[src/rtl/fetch_queue.sv]
// Instruction queue between fetch and decode: circular FIFO of {pc, instr}
// with registered-only ready/valid and a single-cycle flush for redirects.
module fetch_queue #(
  parameter int unsigned DEPTH = 4
) (
  input  logic                       clk,
  input  logic                       reset,
  input  logic                       flush,
  input  logic                       in_valid,
  input  logic [63:0]                in_pc,
  input  logic [31:0]                in_instr,
  output logic                       in_ready,
  output logic                       out_valid,
  output logic [63:0]                out_pc,
  output logic [31:0]                out_instr,
  input  logic                       out_ready,
  output logic [$clog2(DEPTH):0]     count
);

  localparam int unsigned AW = $clog2(DEPTH);
  localparam logic [AW:0] FULL_COUNT = (AW+1)'(DEPTH);

  logic [63:0]   pc_mem    [DEPTH];
  logic [31:0]   instr_mem [DEPTH];
  logic [AW-1:0] head;
  logic [AW-1:0] tail;
  logic          push;
  logic          pop;

  // Handshakes look only at registered occupancy, so a same-cycle pop never
  // frees room for a push and there is no ready-to-ready combinational path.
  assign in_ready  = (count != FULL_COUNT);
  assign out_valid = (count != '0);
  assign out_pc    = pc_mem[head];
  assign out_instr = instr_mem[head];

  assign push = in_valid  && in_ready  && !flush && !reset;
  assign pop  = out_valid && out_ready && !flush && !reset;

  // Storage array is intentionally not reset.
  always_ff @(posedge clk) begin
    if (push) begin
      pc_mem[tail]    <= in_pc;
      instr_mem[tail] <= in_instr;
    end
  end

  always_ff @(posedge clk) begin
    if (reset || flush) begin
      head  <= '0;
      tail  <= '0;
      count <= '0;
    end else begin
      if (push) tail <= tail + 1'b1;
      if (pop)  head <= head + 1'b1;
      case ({push, pop})
        2'b10:   count <= count + 1'b1;
        2'b01:   count <= count - 1'b1;
        default: count <= count;
      endcase
    end
  end

endmodule

[config.mk]
export PLATFORM = sky130hd
export DESIGN_NAME = fetch_queue
export DESIGN_NICKNAME = d
export VERILOG_FILES = /design/src/rtl/fetch_queue.sv
export SDC_FILE = /design/constraint.sdc
export NUM_CORES = 1
export LEC_CHECK = 0
export ABC_AREA = 1
export CAP_MARGIN = 20
export CORE_MARGIN = 2
export CORE_UTILIZATION = 49
export CTS_CLUSTER_DIAMETER = 200
export DETAILED_ROUTE_END_ITERATION = 7
export HOLD_SLACK_MARGIN = 0.15
export PLACE_DENSITY_LB_ADDON = 0.12
export RECOVER_POWER = 100
export SYNTH_ARGS = -nofsm -noshare
export SYNTH_HDL_FRONTEND = slang
export SYNTH_SLANG_ARGS = --single-unit
[constraint.sdc]
create_clock -name clk -period 6.2 [get_ports clk]
set_clock_uncertainty 0.2 [all_clocks]
set_input_delay 1.24 -clock clk [delete_from_list [all_inputs] [get_ports clk]]
set_output_delay 1.24 -clock clk [all_outputs]
set_load 0.01 [all_outputs]
* Yosys cells after proc, flatten, opt, wreduce, memory -nomap -nowiden
Memory sizes are Yosys's and may differ from the RTL's. A register that Yosys moved wholly into a read port is not among the register bits. Index checks and enable logic that the tools add are counted.
Cells by class: add/subtract/negate cells 4, $mul 0, divide/modulo/power cells 0, magnitude comparators 0, eq/ne operators 3, shift operators 0, multiplexer cells 7, bitwise operators 0, reductions and logical operators 11
Operators by type and width (number):
- 2-bit 2-to-1 mux | 4
- 1-bit logical AND | 6
- 3-bit one-hot mux with 2 select lines | 1
- 2-bit by 1-bit adder with 2-bit output, second input constant | 2
- 3-bit by 1-bit adder with 3-bit output, second input constant | 1
- 3-bit != test, second input constant | 1
- 3-bit nonzero test | 1
- 3-bit by 1-bit subtractor with 3-bit output, second input constant | 1
- 2-bit by 1-bit equality test with 1-bit output, second input constant | 1
- 2-bit equality test, second input constant | 1
- 1-bit logical NOT | 2
- 1-bit 2-to-1 mux | 2
- 2-bit nonzero test | 1
- 1-bit logical OR | 1
Word-level totals: flip-flop bits (word level) 7, bits in latches 0, RAM bits 384, bits in read-only memories 0, bits of input ports 101, output and inout bits 101, word-level logic and storage cells 30, memories kept 2
Memory list:
- pc_mem | words 4, bits a word 64, read ports 1, clocked after Yosys merged registers in 1, wr ports 1, RTL line 23 | logic [63:0] pc_mem [DEPTH];
- instr_mem | words 4, bits a word 32, read ports 1, clocked after Yosys merged registers in 1, wr ports 1, RTL line 24 | logic [31:0] instr_mem [DEPTH];

* Longest topological paths before layout
depth in word-level cells 6, mapped depth 14, depth with buffers taken out 14

* Worst setup path after synthesis
No wires, ideal clock.
path type input-to-reg, start point in flush, end point mem instr_mem[0][0], enable pin, library setup time 552 ps, data arrival time 5665 ps, data required time 5448 ps, path slack -217 ps, stages on the path 5, cells stage by stage inv_1 nand2_1 inv_1 nand3_1 nor2_1
On the way: cells in the longest elaborated chain, start to end 5
Ends and longest elaborated chain:
- from (decl) | RTL line 8 | input logic flush,
- 1-bit logical NOT | RTL line 37 | assign push = in_valid && in_ready && !flush && !reset;
- 1-bit logical AND (2 in series) | RTL line 37
- 1-bit 2-to-1 mux | RTL line 42 | if (push) begin
- 1-bit 2-to-1 mux (not written as such) | RTL line 44 | instr_mem[tail] <= in_instr;
- to (decl) | RTL line 24
Every way passes these cells.

==> impl_metrics.env <==
export IMPL_status="finished, violations left"
export IMPL_violations="max-capacitance violations, max-slew violations"
export IMPL_cts_max_level=2
export IMPL_start_util=0.4985
export IMPL_hold_class="register to register"
export IMPL_final_max_slew_viol_count=139
export IMPL_grt_pass1_wl_um=48010
export IMPL_cp_arrival_ps=3720
export IMPL_drc_errors=0
export IMPL_portBuffers=201
export IMPL_crit_fanout=85
export IMPL_hold_viol_final=0
export IMPL_critical_path_slowest_cell="dfxtp_2"
export IMPL_rows=63
export IMPL_maxClockFrequency_ghz=0.1939
export IMPL_p_per_area_mw_per_mm2=295.0
export IMPL_period_minus_slack_ps=5159
export IMPL_tightest_slew_ps=2754
export IMPL_peakVddDrop_uv=198.2
export IMPL_die_y_um=177.6
export IMPL_grt_pass1_vias=8484
export IMPL_syn_to_final_growth_pct=23.02
export IMPL_final_util=0.6132
export IMPL_worst_setup_path_end_kind="output pin"
export IMPL_gr_total_overflow=0
export IMPL_grtUsageTotal=0.2000
export IMPL_cts_num_sinks=393
export IMPL_critical_path_class="register to output pin"
export IMPL_numCtsBuffers=40
export IMPL_top_level_ports=202
export IMPL_synthesis_nets=1108
export IMPL_holdWs_ps=303.7
export IMPL_synth_area_mm2=0.01477
export IMPL_place_ws_ps=1967
export IMPL_place_hpwl_um=17800
export IMPL_cts_tree="yes"
export IMPL_detail_route_antenna_nets=0
export IMPL_via_count=8754
export IMPL_core_area_mm2=0.02964
export IMPL_path_clk_slew_ps=60
export IMPL_clockRootBuffer="clkbuf_16"
export IMPL_routedWlPerCell_um=19.45
export IMPL_grt_max_degree=106
export IMPL_critical_path_buf_inv_count=2
export IMPL_antenna_found_initial=5
export IMPL_ys_warn_count=0
export IMPL_cts_buffer_depth=3
export IMPL_place_area_mm2=0.01702
export IMPL_wl_um=31380
export IMPL_ctsResizeCount=0
export IMPL_slowest_delay_ps=1160
export IMPL_ys_seq_elements=393
export IMPL_die_area_mm2=0.03156
export IMPL_via_per_inst=5.427
export IMPL_worstPathCellList="buf_4, o21ai_0, o22ai_1, dlygate4sd3_1"
export IMPL_nets=1302
export IMPL_p_leak_uw=0.006065
export IMPL_start_kind="register"
export IMPL_gp_congestion=0.7857
export IMPL_cts_setup_buffers=0
export IMPL_fin_ws_ps=1041
export IMPL_relSlewSlack=-0.8359
export IMPL_cpLargestDelayFamily="buffers and inverters"
export IMPL_seq_area_frac_synth=0.7927
export IMPL_cp_data_required_time_ps=4760
export IMPL_netlist_instances=1001
export IMPL_rsz0062_at_grt="no"
export IMPL_clk_latency_ps=510
export IMPL_dr_pass1_iters=5
export IMPL_postSynthAreaPerCell_um2=14.76
export IMPL_first_iter_violations=945
export IMPL_drive_gt1_frac=0.05574
export IMPL_hold_buffers=0
export IMPL_die_width_um=177.6
export IMPL_cap_violations=3
export IMPL_setup_viol=0
export IMPL_final_area_mm2=0.01817
export IMPL_finalCritPeriodShare=0.8320
export IMPL_synth_cell_type_count=19
-- per-layer routing --
layer	global-route usage	routed length, µm
met1	0.2863	13860
met4	0.05123	636
met2	0.3125	14730
met3	0.04563	2124
met5	0	27
-- logic make-up (layout without fill, tap and decap cells) --
logic type	Yosys count	in the layout	share of synthesized area
adders and majority gates	6	6	0.005589
and+or+nand+nor	223	223	0.05716
DFF	393	393	0.7927
other	0	3	0
AOI/OAI and AO/OA	296	296	0.1084
buffers and inverters	83	302	0.03616
-- cells in the mapped netlist --
cell	n	area, µm²
edfxtp_1	384	11530
nor2_1	203	762.0
o21ai_0	104	520.5
o22ai_1	96	600.6
o21ai_1	91	455.4
buf_6	22	247.7
inv_1	19	71.32
clkbuf_1	14	52.55
nand2_1	14	52.55
buf_2	11	55.05
buf_4	9	67.56
dfxtp_1	9	180.2
clkbuf_2	6	30.03
nand3_1	6	30.03
a21oi_1	5	25.02
ha_1	5	62.56
fa_1	1	20.02
inv_2	1	3.750
inv_4	1	6.260
-- stage by stage --
stage / cells / total power [µW] / TNS (ps)
2_1_floorplan: 1001 / 3057 / -83140
3_3_place_gp: 1542 / 3196 / 0
3_5_place_dp: 1543 / 3199 / 0
4_1_cts: 1610 / 5430 / 0
5_1_grt: 1610 / 5529 / 0
6_report: 1613 / 5362 / 0
-- registers in the layout, summed over array words and instances (netlist names), named ones only --
name,cells
pc_mem,256
instr_mem,128
count,3
head,2
tail,2
-- layout by cell type (no fill, tap or decap), types with 7 or more instances in the layout --
cell type and n:
clkdlybuf4s50_1 32, clkbuf_1 10, dfxtp_1 7, o21ai_1 69
clkinv_2 7, dlygate4sd3_1 169, nand2_1 14, clkbuf_16 41
o22ai_1 96, o21ai_0 126, clkinv_1 7, inv_1 19
nor2_1 202, edfxtp_1 384
-- power breakdown --
| part | internal (µW) | switching, µW | leakage, µW |
|---|---|---|---|
| clock network | 1330 | 911 | 0.000594 |
| logic | 82.1 | 90.0 | 0.00193 |
| registers | 2940 | 6.50 | 0.00354 |
| total | 4350 | 1010 | 0.00607 |
-- worst register-to-register path, delay by kind of cell, from the launching register on --
family / cells / cell delay, ps
simple gates: 3 / 1630
buf+inv: 2 / 1350
flops: 1 / 330
-- final timing paths --
kind | start | cells past startpoint | endpoint | slack [ps]
worst max-delay path | register | 4 | out_instr[10] | 1040
worst min-delay path | head[1]$_SDFFE_PP0P_ | 2 | register | 300
worst max register to register | count[0]$_SDFFE_PP0P_ | 5 | pc_mem[0][55]$_DFFE_PP_ | 2150
worst min register to register | head[1]$_SDFFE_PP0P_ | 2 | register | 300
-- layout make-up --
type                       count  area (µm²)
multi-input combinational    525        2536
antenna                        3       7.507
sequential                   393       11720
clock buffer                  51        1064
timing repair buffer         214        2132
fill                        2340       11460
tap                          390       488.0
clock inverter                16       146.4
inverter                      21       85.08
Power figures use the tool's default switching activity.
